**config.mk**
```make
export PLATFORM = sky130hd
export DESIGN_NAME = boa_peri_pmu_multi
export DESIGN_NICKNAME = d
export VERILOG_FILES = /design/src/rtl/boa_peri_pmu_multi.sv
export SDC_FILE = /design/constraint.sdc
export NUM_CORES = 1
export LEC_CHECK = 0
export CORE_MARGIN = 2
export CORE_UTILIZATION = 29
export CTS_CLUSTER_SIZE = 10
export DETAILED_ROUTE_END_ITERATION = 8
export PLACE_DENSITY = 0.58
export SLEW_MARGIN = 20
export SYNTH_ARGS = -nofsm -noshare
export SYNTH_HDL_FRONTEND = slang
export SYNTH_SLANG_ARGS = --single-unit
export TNS_END_PERCENT = 1
```
**constraint.sdc**
```tcl
create_clock -name clk -period 2.8 [get_ports clk]
set_input_delay 0.7 -clock clk [delete_from_list [all_inputs] [get_ports clk]]
set_output_delay 0.7 -clock clk [all_outputs]
set_load 0.02 [all_outputs]
```
**src/rtl/boa_peri_pmu_multi.sv**
```systemverilog
// rtl/boa_peri_pmu_multi.sv - key-protected PMU: timed system reset, abortable delayed shutdown, per-channel reset pulses
// Optional watchdog at offsets 0x10/0x14 is built when BOA_PMU_WDT_EN is defined.
module boa_peri_pmu_multi #(
  parameter logic [31:0] addr          = 32'h8000_0000,
  parameter int          n_chan        = 4,
  parameter int          hold_cycles   = 16,
  parameter logic [15:0] delay_default = 16'd1000,
  parameter logic [15:0] key           = 16'hB0A5
) (
  input  logic              clk,
  input  logic              rst,
  input  logic [31:0]       bus_addr,
  input  logic [3:0]        bus_we,
  input  logic [31:0]       bus_wdata,
  output logic [31:0]       bus_rdata,
  output logic              bus_ready,
  output logic              pmb_rst,
  output logic              pmb_shdn,
  output logic [n_chan-1:0] chan_rst
);

  typedef enum logic [1:0] {
    IDLE      = 2'd0,
    RST_HOLD  = 2'd1,
    SHDN_WAIT = 2'd2,
    SHDN      = 2'd3
  } state_t;

  localparam logic [15:0] hold = 16'(hold_cycles);

  state_t      state;
  logic [15:0] cnt;
  logic [15:0] delay_q;
  logic [15:0] ch_cnt [n_chan];

  logic [31:0] byte_addr;
  logic        hit;
  logic [2:0]  off;
  logic        wr;
  logic        key_ok;
  logic        ctrl_ok;
  logic        chrst_wr;
  logic        delay_wr;
  logic        wdt_fire;
  logic [31:0] wdt_rdata;
  logic        unused_we;

  assign byte_addr = bus_addr << 2;
  assign hit       = (byte_addr & ~32'h1F) == addr;
  assign off       = bus_addr[2:0];
  assign wr        = hit & bus_we[0];
  assign key_ok    = bus_wdata[31:16] == key;
  assign ctrl_ok   = wr && (off == 3'd0) && key_ok;
  assign chrst_wr  = wr && (off == 3'd2) && (state != RST_HOLD) && (state != SHDN);
  assign delay_wr  = wr && (off == 3'd3) && (state != SHDN);
  assign bus_ready = 1'b1;
  assign unused_we = ^bus_we[3:1];

  // pmb_rst / pmb_shdn are set on the transition edge so they track the state register exactly
  always_ff @(posedge clk or negedge rst) begin
    if (!rst) begin
      state    <= IDLE;
      cnt      <= '0;
      pmb_rst  <= 1'b0;
      pmb_shdn <= 1'b0;
    end else begin
      case (state)
        IDLE: begin
          if ((ctrl_ok && bus_wdata[0]) || wdt_fire) begin
            state   <= RST_HOLD;
            cnt     <= hold;
            pmb_rst <= 1'b1;
          end else if (ctrl_ok && bus_wdata[1]) begin
            state <= SHDN_WAIT;
            cnt   <= delay_q;
          end
        end
        RST_HOLD: begin
          if (cnt <= 16'd1) begin
            state   <= IDLE;
            cnt     <= '0;
            pmb_rst <= 1'b0;
          end else begin
            cnt <= cnt - 16'd1;
          end
        end
        SHDN_WAIT: begin
          if ((ctrl_ok && bus_wdata[0]) || wdt_fire) begin
            state   <= RST_HOLD;
            cnt     <= hold;
            pmb_rst <= 1'b1;
          end else if (ctrl_ok && bus_wdata[2]) begin
            state <= IDLE;
            cnt   <= '0;
          end else if (cnt == 16'd0) begin
            state    <= SHDN;
            pmb_shdn <= 1'b1;
          end else begin
            cnt <= cnt - 16'd1;
          end
        end
        SHDN: begin
          pmb_shdn <= 1'b1;
        end
        default: begin
          state <= IDLE;
        end
      endcase
    end
  end

  always_ff @(posedge clk or negedge rst) begin
    if (!rst) begin
      delay_q <= delay_default;
    end else if (delay_wr) begin
      delay_q <= bus_wdata[15:0];
    end
  end

  always_ff @(posedge clk or negedge rst) begin
    if (!rst) begin
      for (int i = 0; i < n_chan; i++) ch_cnt[i] <= '0;
    end else begin
      for (int i = 0; i < n_chan; i++) begin
        if (chrst_wr && bus_wdata[i]) begin
          ch_cnt[i] <= hold;
        end else if (ch_cnt[i] != 16'd0) begin
          ch_cnt[i] <= ch_cnt[i] - 16'd1;
        end
      end
    end
  end

  always_comb begin
    chan_rst = '0;
    for (int i = 0; i < n_chan; i++) begin
      chan_rst[i] = (ch_cnt[i] != 16'd0) || (state == RST_HOLD);
    end
  end

`ifdef BOA_PMU_WDT_EN
  logic        wdt_en;
  logic        wdt_cause;
  logic [23:0] wdt_cnt;
  logic [23:0] wdt_load;
  logic        wdt_ctrl_wr;
  logic        wdt_load_wr;
  logic        wdt_run;
  logic        wdt_reload;

  assign wdt_ctrl_wr = wr && (off == 3'd4) && (state != SHDN);
  assign wdt_load_wr = wr && (off == 3'd5) && (state != SHDN);
  assign wdt_run     = wdt_en && ((state == IDLE) || (state == SHDN_WAIT));
  assign wdt_fire    = wdt_run && (wdt_cnt == 24'd0);
  assign wdt_reload  = wdt_ctrl_wr && ((bus_wdata[0] && !wdt_en) || (bus_wdata[1] && key_ok));
  assign wdt_rdata   = (off == 3'd4) ? {29'd0, wdt_cause, 1'b0, wdt_en} : {8'd0, wdt_load};

  // expiry outranks a same-cycle register write so the cause flag cannot be lost
  always_ff @(posedge clk or negedge rst) begin
    if (!rst) begin
      wdt_en    <= 1'b0;
      wdt_cause <= 1'b0;
      wdt_cnt   <= '0;
      wdt_load  <= 24'hFFFFFF;
    end else begin
      if (wdt_load_wr) wdt_load <= bus_wdata[23:0];
      if (wdt_fire) begin
        wdt_en    <= 1'b0;
        wdt_cause <= 1'b1;
      end else begin
        if (wdt_ctrl_wr) begin
          wdt_en <= bus_wdata[0];
          if (bus_wdata[2]) wdt_cause <= 1'b0;
        end
        if (wdt_reload) begin
          wdt_cnt <= wdt_load;
        end else if (wdt_run) begin
          wdt_cnt <= wdt_cnt - 24'd1;
        end
      end
    end
  end
`else
  assign wdt_fire  = 1'b0;
  assign wdt_rdata = '0;
`endif

  always_comb begin
    bus_rdata = '0;
    if (hit) begin
      case (off)
        3'd1: begin
          bus_rdata[1:0]          = state;
          bus_rdata[16 +: n_chan] = chan_rst;
        end
        3'd3:       bus_rdata[15:0] = delay_q;
        3'd4, 3'd5: bus_rdata       = wdt_rdata;
        default:    bus_rdata       = '0;
      endcase
    end
  end

endmodule

```
==> results.rst <==
.. list-table::
   :header-rows: 1

   * - Metric
     - Value
   * - Critical path fanouts, max
     - 2
   * - Worst Clk Skew
     - 7.526 ps
   * - Number of nets with antenna violations after detailed routing
     - 0
   * - NumNets Final
     - between 800 and 900
   * - Tot GR Track Use
     - 13.87%
   * - Primary flip-flop cell chosen by synthesis mapping
     - dfrtp_1
   * - Longest individual stage delay on the worst path
     - slightly above 400 ps
   * - Via count normalized by instance count
     - 4.729
   * - DP Wirelength
     - between 10 and 15 mm
   * - Row count
     - 51
   * - Buffer levels on the longest clock path
     - 2
   * - Power density of the placed cells
     - between 300 and 400 nW/µm²
   * - Violations in the final reports
     - negative setup slack
   * - Root cell of the clock tree
     - clkbuf_16
   * - Number of H-tree levels
     - 3
   * - Class of the most critical hold timing path
     - in -> async
   * - Flip-flop and latch area
     - roughly 2500 µm²
   * - Placeable core region
     - 19530 µm²
   * - Wire length of the first global-routing pass
     - roughly 24 mm
   * - Clock transition at the register clock pins on the worst setup and hold paths after CTS
     - roughly 70 ps
   * - Rel. slew slack
     - approximately half
   * - Number of synthesized flops with an enable pin
     - 0
   * - R2R setup slack
     - ~370 ps
   * - CTS Hold Buffers Added
     - 0
   * - Proportion of synthesized chip area in sequential cells
     - a little over two fifths
   * - Fraction of final layout cells sized beyond drive strength 1
     - ~29%
   * - Area added between synthesis and finish
     - 39.03%
   * - Worst IR drop on VDD
     - between 0.0002 and 0.0003 V
   * - Count of non-filler cells in the finished layout
     - 1036
   * - Initial drt markers
     - approximately 230
   * - Crit path max-delay cell type
     - or3b_4
   * - Arrival @ worst endpoint
     - 2150 ps
   * - Final max-slew violation count
     - 0
   * - Max-cap violations
     - 0
   * - Fin Setup TNS
     - -122.0 ps
   * - Async SR Flop Fraction
     - 100.0%
   * - Effective utilization at floorplan
     - roughly 30%
   * - Flop and latch count out of synthesis
     - 100
   * - Hold Violations, Final
     - 0
   * - Family with the most delay on the worst path
     - simple AND/OR/NAND/NOR gates
   * - Setup Buffers After CTS
     - 0
   * - Worst Path Class, Setup
     - reg -> out
   * - DR pass1 iterations
     - 4
   * - Sum of buffers and inverters on the critical path
     - 2
   * - Final period util
     - 101.7%
   * - Mapped Avg Cell Area
     - ~9.5 µm²
   * - Count of different cell masters after synthesis
     - 67
   * - Uppermost layer routed
     - met4
   * - Setup violations, final
     - 3
   * - Total via count in the routed design
     - ~5000
   * - Number of antenna cells inserted
     - 0
   * - Residual DRC count
     - 0
   * - Vert. Die Dim
     - between 100 and 150 µm
   * - Wire length per cell after detailed routing
     - between 10 and 15 µm
   * - Wire length after detailed routing
     - roughly 14 mm
   * - Critical path startpoint category
     - flop
   * - RSZ-0062 raised after global routing
     - yes
   * - CTS tree
     - yes
   * - # port buffers
     - 90
   * - Gpl congestion
     - between 0.7 and 0.8
   * - Sort of element at the end of the critical path
     - output port
   * - Routed length on met2
     - about 7.0 mm
   * - Clock sink count
     - 100
   * - Area post-placement
     - between 7000 and 8000 µm²
   * - Number of top-level design ports
     - between 100 and 150
   * - Maximum number of pins on one net before global-route repair
     - 59
   * - Yosys Warn Count
     - 0
   * - Final design instance area without fill
     - 8049 µm²
   * - Worst-case setup margin in the final layout
     - -48.16 ps
   * - Count of placed standard cells including taps
     - 1019
   * - Shortest period the worst path allows
     - about 2800 ps
   * - Final-layout worst hold slack
     - slightly above 400 ps
   * - Static power due to leakage
     - about 3.3 nW
   * - Initial antenna violation count
     - 0
   * - Count of filler cells inserted in the layout
     - roughly 2000
   * - Worst Path Required
     - 2100 ps
   * - Achievable Freq
     - between 300 and 400 MHz
   * - Total congestion overflow after global routing
     - 0
   * - Result of the run
     - finished, violations left
   * - Cell chain of the critical path
     - inv_1 -> ha_1 -> or3b_4 -> nor3_4 -> nand3_2 -> or2_4 -> and2_4 -> buf_6
   * - Full die area
     - about 21000 µm²
   * - Gate count of the mapped netlist
     - 608
   * - Metal-1 WL
     - roughly 6.5 mm
   * - Multi-input logic area
     - between 3000 and 4000 µm²
   * - Number of buffers created by CTS
     - 9
   * - X dimension of the die
     - approximately 150 µm
   * - Clk Latency, worst-skew pair
     - about 360 ps
   * - Transition time of the tightest slew-check pin
     - 748.6 ps
   * - Met3 wirelength from detailed routing
     - between 500 and 600 µm
   * - Mapped Area
     - approximately 5800 µm²
   * - Vias in the first global route
     - 4762
-- power breakdown --
| part | leakage [nW] | internal, mW | switching (mW) |
|---|---|---|---|
| Sequential | 1.11 | 1.44 | 0.00000153 |
| Combinational | 2.04 | 0.0814 | 0.0759 |
| Clock | 0.169 | 0.895 | 0.549 |
-- what timing repair did --
action / CTS / global route
pin swaps: 32 / 9
setup endpoints to repair: 34 / 39
resized for setup: 197 / 50
gates cloned: 1 / 0
-- cells in the mapped netlist, types with 3 or more instances --
master    number  share of area (%)
o21ai_0        7               0.61
xnor2_1       18                2.7
nor3b_1        4               0.52
xor2_1        26                3.9
and2_1        23                2.5
or4_1         11                1.4
dfrtp_1       94                 41
clkbuf_1       9               0.58
mux2_2        17                3.3
inv_1         19                1.2
or3_1          3               0.32
buf_4         15                1.9
dfstp_2        6                2.7
o21ai_1       19                1.6
a22o_1        13                2.0
nand4_1        4               0.43
nor2_1        89                5.8
a21oi_1       10               0.86
o31ai_1        5               0.65
ha_1          11                2.4
and4_1         4               0.61
buf_2          7               0.61
nand4b_1       5               0.76
nand3_1       14                1.2
nor3_1        33                2.9
nand3b_1       7               0.91
nor4_1        16                1.7
buf_6          4               0.78
o41ai_1        4               0.61
a31oi_1        6               0.65
and3_1         3               0.32
mux2i_1        7                1.2
nor2b_1        4               0.43
nand2_1       43                2.8
or2_2          4               0.43
nand2b_1       7               0.76
-- metrics by stage --
| step | setup WS (ps) | utilization (%) | total power, mW |
|---|---|---|---|
| 5_1_grt | -146.7 | 41.22 | 3.164 |
| 4_1_cts | -115.5 | 41.17 | 3.094 |
| 3_3_place_gp | -834.9 | 38.74 | 1.637 |
| 6_report | -48.16 | 41.22 | 3.046 |
| 2_1_floorplan | -52.56 | - | 1.510 |
| 3_5_place_dp | -806.6 | 38.74 | 1.637 |
-- logic make-up (layout without fill, tap and decap cells) --
| family | count (synthesis) | count (layout) | synth area share (%) |
|---|---|---|---|
| AO/OA/AOI/OAI | 84 | 84 | 11.02 |
| flip-flops | 100 | 100 | 43.35 |
| adder cells (fa/ha/maj) | 11 | 11 | 2.377 |
| other | 2 | 13 | 0.1297 |
| multiplexers | 24 | 24 | 4.517 |
| AND/OR/NAND/NOR | 289 | 289 | 26.80 |
| XOR/XNOR | 44 | 44 | 6.657 |
| buffers and inverters | 54 | 206 | 5.144 |
-- layer usage --
layer,vias up,track usage (%)
met5,-,0
met4,0,4.069
met3,12,3.050
met2,81,23.39
met1,2363,17.85
li1,2443,-
-- cells in the final DEF (no fill, tap or decap), types with 5 or more instances in the layout --
cell type / n
xor2_1: 26
o31ai_1: 5
conb_1: 13
or4_1: 7
a22o_1: 13
mux2_2: 17
nor3_1: 31
nand2b_1: 6
a21oi_1: 10
inv_1: 19
buf_4: 73
nor4_4: 6
nand3b_1: 7
buf_12: 9
buf_2: 5
and2_4: 17
ha_1: 11
dfrtp_1: 94
nand3_1: 13
buf_6: 19
and2_1: 6
clkdlybuf4s15_1: 6
o21ai_0: 7
clkbuf_16: 9
mux2i_1: 7
nand2_1: 43
xnor2_1: 18
o21ai_1: 19
nor2_1: 89
nor4_1: 10
clkbuf_2: 16
dfstp_2: 6
clkdlybuf4s50_1: 37
a31oi_1: 6
nand4b_1: 5
-- area by class of cell --
class                           instances  share of cell area (%)
Multi-Input combinational cell        465                   40.28
Sequential cell                       100                   31.18
Timing Repair Buffer                  171                   19.28
Tap cell                              265                   4.119
Clock buffer                           11                   3.016
Clock inverter                          5                   1.244
Inverter                               19                  0.8861
-- state kept, by name (all words and copies together) (netlist names) --
register	flops
state	2
pmb_rst	1
cnt	16
ch_cnt	64
delay_q	16
pmb_shdn	1
-- worst register-to-register path: stages (launching register included) --
cell and delay [ps]:
dfrtp_1 370, or4_4 560, buf_4 160, or4_1 440, o41ai_2 470, nor3_1 130, xnor2_1 160, nor2_1 50
-- worst paths after layout --
check | from | to | cells past startpoint
max | ch_cnt[48] | bus_rdata[16] | 8
min | rst | ch_cnt[62] | 1
max reg2reg | ch_cnt[55] | ch_cnt[56] | 7
min reg2reg | cnt[13] | cnt[13] | 1
max in group asynchronous | rst | delay_q[9] | 2
min in group clk | cnt[13] | cnt[13] | 1
(Power assumes the default switching activity.)
